<file path="config.mk">
export PLATFORM = sky130hd
export DESIGN_NAME = mul16_seq
export DESIGN_NICKNAME = d
export VERILOG_FILES = /design/src/rtl/mul16_seq.sv
export SDC_FILE = /design/constraint.sdc
export NUM_CORES = 1
export LEC_CHECK = 0
export CAP_MARGIN = 20
export CORE_MARGIN = 8
export CORE_UTILIZATION = 50
export DETAILED_ROUTE_END_ITERATION = 10
export PLACE_DENSITY = 0.8
export REMOVE_ABC_BUFFERS = 1
export SLEW_MARGIN = 10
export SYNTH_ARGS = -nofsm -noshare
export SYNTH_HDL_FRONTEND = slang
export SYNTH_SLANG_ARGS = --single-unit
</file>
<file path="constraint.sdc">
create_clock -name clk -period 3.2 [get_ports clk]
set_input_delay 0.64 -clock clk [delete_from_list [all_inputs] [get_ports clk]]
set_output_delay 0.64 -clock clk [all_outputs]
set_load 0.01 [all_outputs]
</file>
<file path="src/rtl/mul16_seq.sv">
// Sequential 16x16 unsigned shift-and-add multiplier with a reused 16-bit adder.
// Latency: product valid 16 edges after the accepting edge; one edge to return to idle.
// Backpressure: in_ready only in IDLE; product/ovf held in DONE until out_ready.

// 16-bit adder with carry-out, shared by every multiply step
module mul16_adder (
  input  logic [15:0] i_a,
  input  logic [15:0] i_b,
  output logic [15:0] o_sum,
  output logic        o_c
);
  assign {o_c, o_sum} = {1'b0, i_a} + {1'b0, i_b};
endmodule

module mul16_seq (
  input  logic        clk,
  input  logic        rst,
  input  logic        in_valid,
  output logic        in_ready,
  input  logic [15:0] a,
  input  logic [15:0] b,
  output logic        out_valid,
  input  logic        out_ready,
  output logic [31:0] product,
  output logic        ovf
);

  typedef enum logic [1:0] {
    S_IDLE = 2'd0,
    S_BUSY = 2'd1,
    S_DONE = 2'd2
  } state_t;

  state_t      r_state;
  logic [15:0] r_mcand;
  logic [15:0] r_hi;
  logic [15:0] r_lo;
  logic [3:0]  r_count;
  logic        r_out_valid;
  logic        r_ovf;

  logic [15:0] w_addend;
  logic [15:0] w_sum;
  logic        w_c;

  // Partial-product high half plus the multiplicand gated by the current multiplier bit
  assign w_addend = r_lo[0] ? r_mcand : 16'h0000;

  mul16_adder u_adder (
    .i_a   (r_hi),
    .i_b   (w_addend),
    .o_sum (w_sum),
    .o_c   (w_c)
  );

  // Reset is folded in so a reset cycle never advertises readiness
  assign in_ready  = (r_state == S_IDLE) && !rst;
  assign out_valid = r_out_valid;
  assign product   = {r_hi, r_lo};
  assign ovf       = r_ovf;

  // Control FSM and datapath: capture, 16 shift-add steps, then hold until consumed
  always_ff @(posedge clk) begin
    if (rst) begin
      r_state     <= S_IDLE;
      r_mcand     <= 16'h0000;
      r_hi        <= 16'h0000;
      r_lo        <= 16'h0000;
      r_count     <= 4'd0;
      r_out_valid <= 1'b0;
      r_ovf       <= 1'b0;
    end else begin
      case (r_state)
        S_IDLE: begin
          if (in_valid) begin
            r_mcand <= a;
            r_lo    <= b;
            r_hi    <= 16'h0000;
            r_count <= 4'd0;
            r_ovf   <= 1'b0;
            r_state <= S_BUSY;
          end
        end
        S_BUSY: begin
          // Carry lands in hi[15] so the full 33-bit sum survives the shift
          {r_hi, r_lo} <= {w_c, w_sum, r_lo[15:1]};
          r_count      <= r_count + 4'd1;
          if (r_count == 4'd15) begin
            r_state     <= S_DONE;
            r_out_valid <= 1'b1;
            r_ovf       <= w_c | (|w_sum[15:1]);
          end
        end
        S_DONE: begin
          if (out_ready) begin
            r_state     <= S_IDLE;
            r_out_valid <= 1'b0;
          end
        end
        default: begin
          r_state     <= S_IDLE;
          r_out_valid <= 1'b0;
        end
      endcase
    end
  end

endmodule

</file>
==> impl_metrics.env <==
export IMPL_status="finished, final reports clean"
export IMPL_cts_resized_gates=0
export IMPL_intPower_mw=1.01
export IMPL_synth_seq_area_share_pct=36.0
export IMPL_grt_setup_unrepaired="no"
export IMPL_cts_setup_buffers=0
export IMPL_swShare_pct=27.3
export IMPL_finalWorstPathRequiredPeriod_ns=2.91
export IMPL_pwr_density_cell_nw_per_um2=349
export IMPL_layout_cells_non_filler=544
export IMPL_synth_top_area_share_pct=36.0
export IMPL_tritoncts="built"
export IMPL_antennaDiodeCount=0
export IMPL_hpwl_um=5840
export IMPL_dp_cells=535
export IMPL_cp_start_kind="register"
export IMPL_synth_most_common_cell="nand2_1"
export IMPL_synth_async_reset_ratio_pct=0
export IMPL_antenna_found_initial=0
export IMPL_viasPerCell=5.72
export IMPL_tns_ns=0
export IMPL_grt_pass1_wl_um=13600
export IMPL_synth_cell_types=46
export IMPL_hold_path_depth=2
export IMPL_final_layout_size_suffix_gt1_share_pct=4.90
export IMPL_dieHeight_um=94.9
export IMPL_slew_headroom_pct=61.1
export IMPL_hold_buffers=0
export IMPL_detail_route_wl_per_cell_um=15.1
export IMPL_clock_latency_ns=0.31
export IMPL_ys_ff_latch=56
export IMPL_grt_max_degree=58
export IMPL_path_buf_inv=1
export IMPL_start_util_pct=52.2
export IMPL_num_vias=3111
export IMPL_clockPowerShare_pct=27.8
export IMPL_p_sw_mw=0.379
export IMPL_yosys_top_cells_count="nand2_1 (88), dfxtp_1 (56), nor2_1 (44)"
export IMPL_whs_ns=0.456
export IMPL_ys_flop_type="dfxtp_1"
export IMPL_syn_inst=408
export IMPL_ys_top_cells_by_area="dfxtp_1 (36%), nand2_1 (11%), ha_1 (6.8%)"
export IMPL_num_rows=28
export IMPL_reg2reg_depth=10
export IMPL_drc=0
export IMPL_cpPeakStageDelay_ns=0.45
export IMPL_htreeDepth=2
export IMPL_crit_family="compound AO/OA/AOI/OAI gates"
export IMPL_max_cap_violations=0
export IMPL_cp_data_required_time_ns=3.39
export IMPL_ctsLongestPathBuffers=2
export IMPL_avgSynthCellArea_sq_um=7.62
export IMPL_fillers=563
export IMPL_ir_drop_mv=0.213
export IMPL_grt_pass1_vias=2966
export IMPL_die_x_um=94.9
export IMPL_core_sq_um=5960
export IMPL_wl_um=8230
export IMPL_slew_viol_final=0
export IMPL_area_growth_pct=27.8
export IMPL_clk_pin_slew_ns=0.10
export IMPL_p_seq_share_pct=54.3
export IMPL_cts_sinks=56
export IMPL_cts_root_buffer="clkbuf_8"
export IMPL_die_area_sq_um=9000
export IMPL_crit_chain="buf_4 -> and2_1 -> fa_1 -> a211oi_2 -> o21bai_1 -> a211o_1 -> a2111oi_2 -> o2111ai_1 -> nor4_1 -> a31oi_1"
export IMPL_path_depth=10
export IMPL_detail_route_first_pass_iterations=4
export IMPL_worst_path_max_fanout=16
export IMPL_syn_area_sq_um=3110
export IMPL_leakage_nw=1.55
export IMPL_worst_slew_pin_slew_ns=0.583
export IMPL_hold_path_class="reg2reg"
export IMPL_cp_slowest_cell="fa_1"
export IMPL_drt_iter0_drc=151
export IMPL_synth_edff_count=0
export IMPL_place_gp_congestion=0.928
export IMPL_yosys_warnings=0
export IMPL_worstPathArrival_ns=3.10
export IMPL_power_frac_comb_pct=17.8
export IMPL_final_nets=522
export IMPL_overflow=0
export IMPL_grt_total_usage_pct=18.5
export IMPL_skew_ns=0.00740
export IMPL_critPathKind="reg2reg"
export IMPL_hold_viol=0
export IMPL_io_pins=71
export IMPL_fin_crit_sh_pct=90.9
export IMPL_setup_viol=0
export IMPL_clock_fmax_mhz=344
export IMPL_cp_end_kind="register"
export IMPL_ant_nets=0
export IMPL_synth_top_area_cell="dfxtp_1"
export IMPL_port_buffers=70
export IMPL_cts_buffers=5
[cells in the final DEF (no fill, tap or decap), types with 6 or more instances in the layout]
cell,n
and2_1,18
dfxtp_1,56
ha_1,17
a311oi_1,17
nand3_1,17
xnor2_1,6
clkdlybuf4s50_1,69
inv_1,6
nor2_1,44
nand2_1,88
o21ai_0,10
a21oi_1,41
[worst paths after layout]
check / to / start / slack [ns]
min reg2reg: r_mcand[2] / r_mcand[2] / 0.46
min: r_mcand[2] / r_mcand[2] / 0.46
max: ovf / r_lo[0] / 0.29
max reg2reg: ovf / r_lo[0] / 0.29
[cell type report]
type                       count  area [sq um]  area share, %
clock buffer                   7          76.3           1.92
clock inverter                 1          8.76          0.220
inverter                       6          22.5          0.567
multi-input combinational    322          1880           47.3
sequential                    56          1120           28.2
tap                           75          93.8           2.36
timing repair buffer          77           773           19.5
[logic make-up (layout without fill, tap and decap cells)]
kind of cell             count (synthesis)  after routing  share of synthesized area, %
AND/OR/NAND/NOR                        189            189                          26.8
AO/OA/AOI/OAI                          104            104                          23.0
flip-flops                              56             56                          36.0
buffers and inverters                   30             91                          3.62
adder cells (fa/ha/maj)                 18             18                          7.48
XOR/XNOR                                10             10                          2.82
multiplexers                             1              1                         0.322
[state kept, by name, indices dropped and copies added (netlist names)]
register   cells
r_hi          16
r_lo          16
r_mcand       16
r_count        4
r_state        2
out_valid      1
ovf            1
[power by group through the flow]
stage                     logic [mW]  clock network (mW)  registers (mW)
after floorplan               0.0988                   0           0.776
after global placement         0.240                   0           0.769
after detailed placement       0.244                   0           0.770
after CTS                      0.245               0.396           0.754
after global routing           0.273               0.424           0.759
final                          0.247               0.386           0.754
[metrics by stage]
| step | power, mW | setup WS [ns] | area (sq um) | util [%] |
|---|---|---|---|---|
| floorplan | 0.875 | 0.498 | 3020 | - |
| global placement | 1.01 | 0.448 | 3870 | 65.0 |
| CTS | 1.40 | 0.308 | 3960 | 66.4 |
| detailed placement | 1.01 | 0.340 | 3870 | 65.0 |
| finish | 1.39 | 0.290 | 3980 | 66.7 |
| global route | 1.46 | 0.0936 | 3980 | 66.7 |
[worst reg2reg max path: stages (launching register included)]
cell       delay, ns
dfxtp_1         0.33
buf_4           0.19
and2_1          0.20
fa_1            0.45
a211oi_2        0.31
o21bai_1        0.12
a211o_1         0.33
a2111oi_2       0.33
o2111ai_1       0.19
nor4_1          0.23
a31oi_1         0.12
[metal layers]
| metal | wire length [um] | share of wire (%) | up-vias | track usage [%] |
|---|---|---|---|---|
| met5 | 0 | 0 | - | 0 |
| met4 | 133 | 1.6 | 0 | 5.46 |
| met3 | 709 | 8.6 | 12 | 6.51 |
| met2 | 3760 | 46 | 101 | 31.3 |
| met1 | 3630 | 44 | 1442 | 21.5 |
| li1 | - | - | 1556 | - |
Power figures use the tool's default switching activity.
==> RTL change 1 (config.mk and constraints unchanged) <==
Register the output `ovf` once more; this adds one clock of latency there. The other outputs are not delayed to match.
--- a/src/rtl/mul16_seq.sv
+++ b/src/rtl/mul16_seq.sv
@@ -59,3 +59,5 @@
   assign product   = {r_hi, r_lo};
-  assign ovf       = r_ovf;
+  always_ff @(posedge clk) begin
+    ovf <= r_ovf;
+  end
 
Function: same outputs for any inputs over 4 cycles, from zero or initial values and one cycle with rst high; that may be too few to reach the edited logic, so the function may still have changed.
==> RTL change 1 against the unedited design <==
Combinational power is 2% lower; routed wire length increased by 2.5%; sequential cell count is 1 higher; fmax is 2.7% higher; final cell count grew 2.0%; area after synthesis up 0.64%; power grew 24%; design area is 3.0% higher; hold slack got worse by 0.080 ns; worst setup slack improved by 0.075 ns; clock power rose by 83%; non-clock buffer count did not move.
==> RTL change 1: results (changes against the unedited design) <==
{| class="wikitable"
! Metric !! Value
|-
| H-tree Lvls || 3 (+1)
|-
| Amount of wire on met3 after detailed routing || 671 microns (-5.4%)
|-
| Arrival time of data at the critical path endpoint || 3.06 ns (-0.04 ns)
|-
| Most area-consuming cells after synthesis || sky130_fd_sc_hd__dfxtp_1 36%, sky130_fd_sc_hd__nand2_1 11%, sky130_fd_sc_hd__ha_1 6.8%
|-
| Slowest CP cell || sky130_fd_sc_hd__fa_1
|-
| Highest cell delay on the worst timing path || 0.44 ns
|-
| Pre-CTS WS || 0.385 ns (+0.0451 ns)
|-
| Synth cell types || 46 (unchanged)
|-
| Launch point of the worst hold path || r_ovf
|-
| Clock Tree Buf Depth || 2 (unchanged)
|-
| Worst-case clock skew || 0.00863 ns (+0.00123 ns)
|-
| Critical path launch point || r_lo[0]
|-
| Master cell of the clock root buffer || sky130_fd_sc_hd__clkbuf_8
|-
| Cell family with most CP delay || compound AO/OA/AOI/OAI gates
|-
| Largest fanout of any net on the critical path || 10 (-6)
|-
| Worst slew slack as a fraction of its limit || 0.249 (-0.362)
|-
| Number of nets at the end of the flow || 527 (+0.96%)
|-
| Cells resized by post-CTS repair || 0 (unchanged)
|-
| Number of violations reported at the end of detailed-routing iteration 0 || 135 (-11%)
|-
| First-pass DRT Iterations || 4 (unchanged)
|-
| Final routed wire length divided by cell count || 15.2 microns (+0.44%)
|-
| Post-DP HPWL || 5.90 mm (+1.1%)
|-
| Final-layout fill cell count || 543 (-3.6%)
|-
| Global placement routability congestion || 0.895 (-3.6%)
|-
| Number of inserted diodes || 0 (unchanged)
|-
| Worst hold-check path type || flop to flop
|-
| Number of buffers added by the clock tree synthesis step || 9 (+4)
|-
| P_leak || 1.62 nW (+4.3%)
|-
| Via count || 3132 (+0.68%)
|-
| Post-route met1 wirelength || 3.69 mm (+1.6%)
|-
| Area post-placement || 3890 sq um (+0.45%)
|-
| Global-route usage over all layers || 0.195 (+0.00999)
|-
| Total non-filler cell area in the finished layout || 4090 sq um (+3.0%)
|-
| Asr flop ratio synth || 0 (unchanged)
|-
| Switching power of the nets || 456 uW (+20%)
|-
| Part of the Yosys area used for sequential elements || 0.365 (+0.00409)
|-
| Commonest register cell after synthesis || sky130_fd_sc_hd__dfxtp_1
|-
| Maximum resistive drop on vdd || 0.290 mV (+36%)
|-
| Status || completed
|-
| Met2 wire len || 3.90 mm (+3.6%)
|-
| Clock latency of the later-clocked register in the worst-skew pair || 0.35 ns (+0.04 ns)
|-
| Clock edge transition at the registers on the reported setup and hold paths || 0.07 ns (-0.03 ns)
|-
| Largest net degree at the start of global routing || 58 (unchanged)
|-
| Global-route wire length before repair || 14.1 mm (+3.9%)
|-
| Post-CTS Setup Repair Bufs || 0 (unchanged)
|-
| Share of cells above drive strength 1 || 0.0690 (+0.0200)
|-
| Top cells by instance count after synthesis || 88 x sky130_fd_sc_hd__nand2_1, 57 x sky130_fd_sc_hd__dfxtp_1, 44 x sky130_fd_sc_hd__nor2_1
|-
| Number of antenna violations at the first check in global routing || 0 (unchanged)
|}
RTL change 1: cell count changes after synthesis:
cell	before	now
sky130_fd_sc_hd__dfxtp_1	56	57
RTL change 1: kinds of logic after synthesis:
family	share of synthesized area
compound gates	0.228
flops	0.365
buf+inv	0.0360
fa+ha+maj	0.0743
xor+xnor	0.0280
simple gates	0.266
mux	0.00320
RTL change 1: per-stage QoR:
step	total power [mW]	hold slack, ns	std cells
detailed placement	1.02	0.364	539
floorplan	0.888	0.331	385
CTS	1.72	0.374	555
global placement	1.02	0.368	539
finish	1.72	0.376	555
global route	1.78	0.381	555
RTL change 1: area by class of cell:
class	instances	share of cell area
Clock buffer	11	0.0370
Inverter	6	0.00550
Tap cell	77	0.0235
Clock inverter	5	0.0131
Multi-Input combinational cell	322	0.459
Sequential cell	57	0.279
Timing Repair Buffer	77	0.183
RTL change 1: per-layer routing:
layer | up-vias | track usage
met5 | - | 0
met4 | 0 | 0.0975
met3 | 17 | 0.0685
met2 | 86 | 0.319
met1 | 1457 | 0.220
li1 | 1572 | -
RTL change 1: path summary, 6_finish.rpt:
check | slack, ns | depth (start not counted) | to
setup / recovery | 0.37 | 10 | r_ovf
setup reg to reg | 0.37 | 10 | r_ovf
hold / removal | 0.38 | 0 | ovf
hold reg to reg | 0.38 | 0 | ovf
RTL change 1: power groups by stage:
stage | clock network (mW) | registers, mW | logic, mW
floorplan | 0 | 0.789 | 0.0988
global placement | 0 | 0.781 | 0.239
detailed placement | 0 | 0.782 | 0.242
CTS | 0.710 | 0.767 | 0.244
global route | 0.745 | 0.771 | 0.268
finish | 0.706 | 0.767 | 0.243
==> RTL change 2 (config.mk and constraints unchanged) <==
Without the edit above. The 3 states of `state_t` get a one-hot encoding in 3 bits.
--- a/src/rtl/mul16_seq.sv
+++ b/src/rtl/mul16_seq.sv
@@ -27,6 +27,6 @@
 
-  typedef enum logic [1:0] {
-    S_IDLE = 2'd0,
-    S_BUSY = 2'd1,
-    S_DONE = 2'd2
+  typedef enum logic [2:0] {
+    S_IDLE = 3'b001,
+    S_BUSY = 3'b010,
+    S_DONE = 3'b100
   } state_t;
Function: no difference found for any inputs over 4 cycles, from zero or initial values and one cycle with rst high; so few cycles prove little.
==> RTL change 2 against the unedited design <==
Power increased by 22%; worst setup slack worse by 0.015 ns; design area is 6.3% higher; area after synthesis up 5.6%; sequential cell count rose by 1; fmax fell by 0.50%; highest routed layer unchanged; global-route usage is 0.27 points lower; largest power group unchanged; largest cell class unchanged; routed wire length grew 3.1%.
==> RTL change 2: results (changes against the unedited design) <==
{| class="wikitable"
! Metric !! Value
|-
| Number of buffers added by the clock tree synthesis step || 9 (+4)
|-
| Launch point of the worst hold path || r_mcand[8]
|-
| Synth cell types || 60 (+30%)
|-
| Hold Crit Endpoint || r_mcand[8]
|-
| Global placement routability congestion || 0.885 (-4.6%)
|-
| Placed Cells || 539 (+0.75%)
|-
| Clock latency of the later-clocked register in the worst-skew pair || 0.33 ns (+0.02 ns)
|-
| Largest net degree at the start of global routing || 60 (+3.4%)
|-
| H-tree Lvls || 3 (+1)
|-
| Clock Tree Buf Depth || 2 (unchanged)
|-
| Worst slew slack as a fraction of its limit || 0.592 (-0.0193)
|-
| Number of global-route vias before repair || 3005 (+1.3%)
|-
| Final routed wire length divided by cell count || 15.3 microns (+1.1%)
|-
| Cell depth of the worst hold path || 2 (unchanged)
|-
| Most area-consuming cells after synthesis || sky130_fd_sc_hd__dfxtp_1 35%, sky130_fd_sc_hd__nand2_1 8.1%, sky130_fd_sc_hd__ha_1 6.5%
|-
| Cells resized by post-CTS repair || 0 (unchanged)
|-
| Worst-case clock skew || 0.0102 ns (+0.00284 ns)
|-
| Maximum resistive drop on vdd || 0.285 mV (+34%)
|-
| P_leak || 1.62 nW (+4.1%)
|-
| Global-route wire length before repair || 14.4 mm (+5.8%)
|-
| Top cells by instance count after synthesis || 71 x sky130_fd_sc_hd__nand2_1, 57 x sky130_fd_sc_hd__dfxtp_1, 52 x sky130_fd_sc_hd__nor2_1
|-
| Global-route usage over all layers || 0.182 (-0.00266)
|-
| Arrival time of data at the critical path endpoint || 3.13 ns (+0.03 ns)
|-
| Share of cells above drive strength 1 || 0.0921 (+0.0430)
|-
| Number of instances in the synthesized netlist || 411 (+0.74%)
|-
| Part of the Yosys area used for sequential elements || 0.347 (-0.0130)
|-
| Number of inserted diodes || 0 (unchanged)
|-
| Status || completed
|-
| Final-layout fill cell count || 547 (-2.8%)
|-
| Clock edge transition at the registers on the reported setup and hold paths || 0.07 ns (-0.03 ns)
|-
| Number of cells in the finished layout apart from fillers || 555 (+2.0%)
|-
| Master cell of the clock root buffer || sky130_fd_sc_hd__clkbuf_8
|-
| DR vias/cell || 5.61 (-1.9%)
|-
| Worst hold-check path type || flop to flop
|-
| Number of nets at the end of the flow || 527 (+0.96%)
|-
| Hold slack final || 0.449 ns (-0.00642 ns)
|-
| Largest fanout of any net on the critical path || 10 (-6)
|-
| Highest cell delay on the worst timing path || 0.43 ns (-0.02 ns)
|-
| Post-DP HPWL || 6.12 mm (+4.9%)
|-
| Number of violations reported at the end of detailed-routing iteration 0 || 162 (+7.3%)
|}
## RTL change 2: changes by cell type in the layout (fill, tap and decap cells not counted), sizes merged, moves of 4 or more
cell / change
a22oi: +8
nor2: +9
a21oi: -4
nand2: -15
nor3b: +5
a211o: -5
clkbuf: +5
nand3: -6
o21ai: -4
## RTL change 2: area by class of cell
class                           instances  area (sq um)  share of cell area
Clock buffer                           12           155              0.0367
Clock inverter                          4          51.3              0.0121
Inverter                                8          30.0             0.00710
Multi-Input combinational cell        319          1980               0.470
Sequential cell                        57          1140               0.270
Tap cell                               77          96.3              0.0228
Timing Repair Buffer                   78           768               0.182
## RTL change 2: worst max-delay path by stage
stage          endpoint     from
3_5_place_dp        ovf  r_lo[0]
4_1_cts             ovf  r_lo[0]
6_report            ovf  r_lo[0]
3_3_place_gp        ovf  r_lo[0]
2_1_floorplan       ovf  r_lo[0]
5_1_grt             ovf  r_lo[0]
## RTL change 2: power breakdown
part / internal [mW] / leakage [nW] / switching, mW
Sequential: 0.742 / 0.465 / 0.0245
Clock: 0.402 / 0.103 / 0.286
Combinational: 0.116 / 1.05 / 0.116
Total: 1.26 / 1.62 / 0.426
## RTL change 2: per-stage QoR
step	instance area (sq um)	setup WS, ns
after floorplan	3160	0.528
after CTS	4230	0.246
after global routing	4230	0.0316
final	4230	0.275
after global placement	4020	0.435
after detailed placement	4020	0.262
## RTL change 2: logic make-up after synthesis
family	count (synthesis)	share of synthesized area
AND/OR/NAND/NOR	183	0.254
AO/OA/AOI/OAI	106	0.246
flip-flops	57	0.347
buffers and inverters	35	0.0484
adder cells (fa/ha/maj)	18	0.0709
XOR/XNOR	11	0.0293
multiplexers	1	0.00305
## RTL change 2: per-layer routing
| metal | wire length (microns) | vias to the layer above | track usage |
|---|---|---|---|
| li1 | - | 1589 | - |
| met1 | 3800 | 1440 | 0.219 |
| met2 | 3970 | 68 | 0.287 |
| met3 | 492 | 16 | 0.0512 |
| met4 | 225 | 0 | 0.0994 |
| met5 | 0 | - | 0 |
## RTL change 2: critical path: cells and delay by family (launching register included)
kind            cells  cell delay, ns
compound gates      7            1.53
flops               1            0.41
simple gates        1            0.21
fa+ha+maj           2            0.64
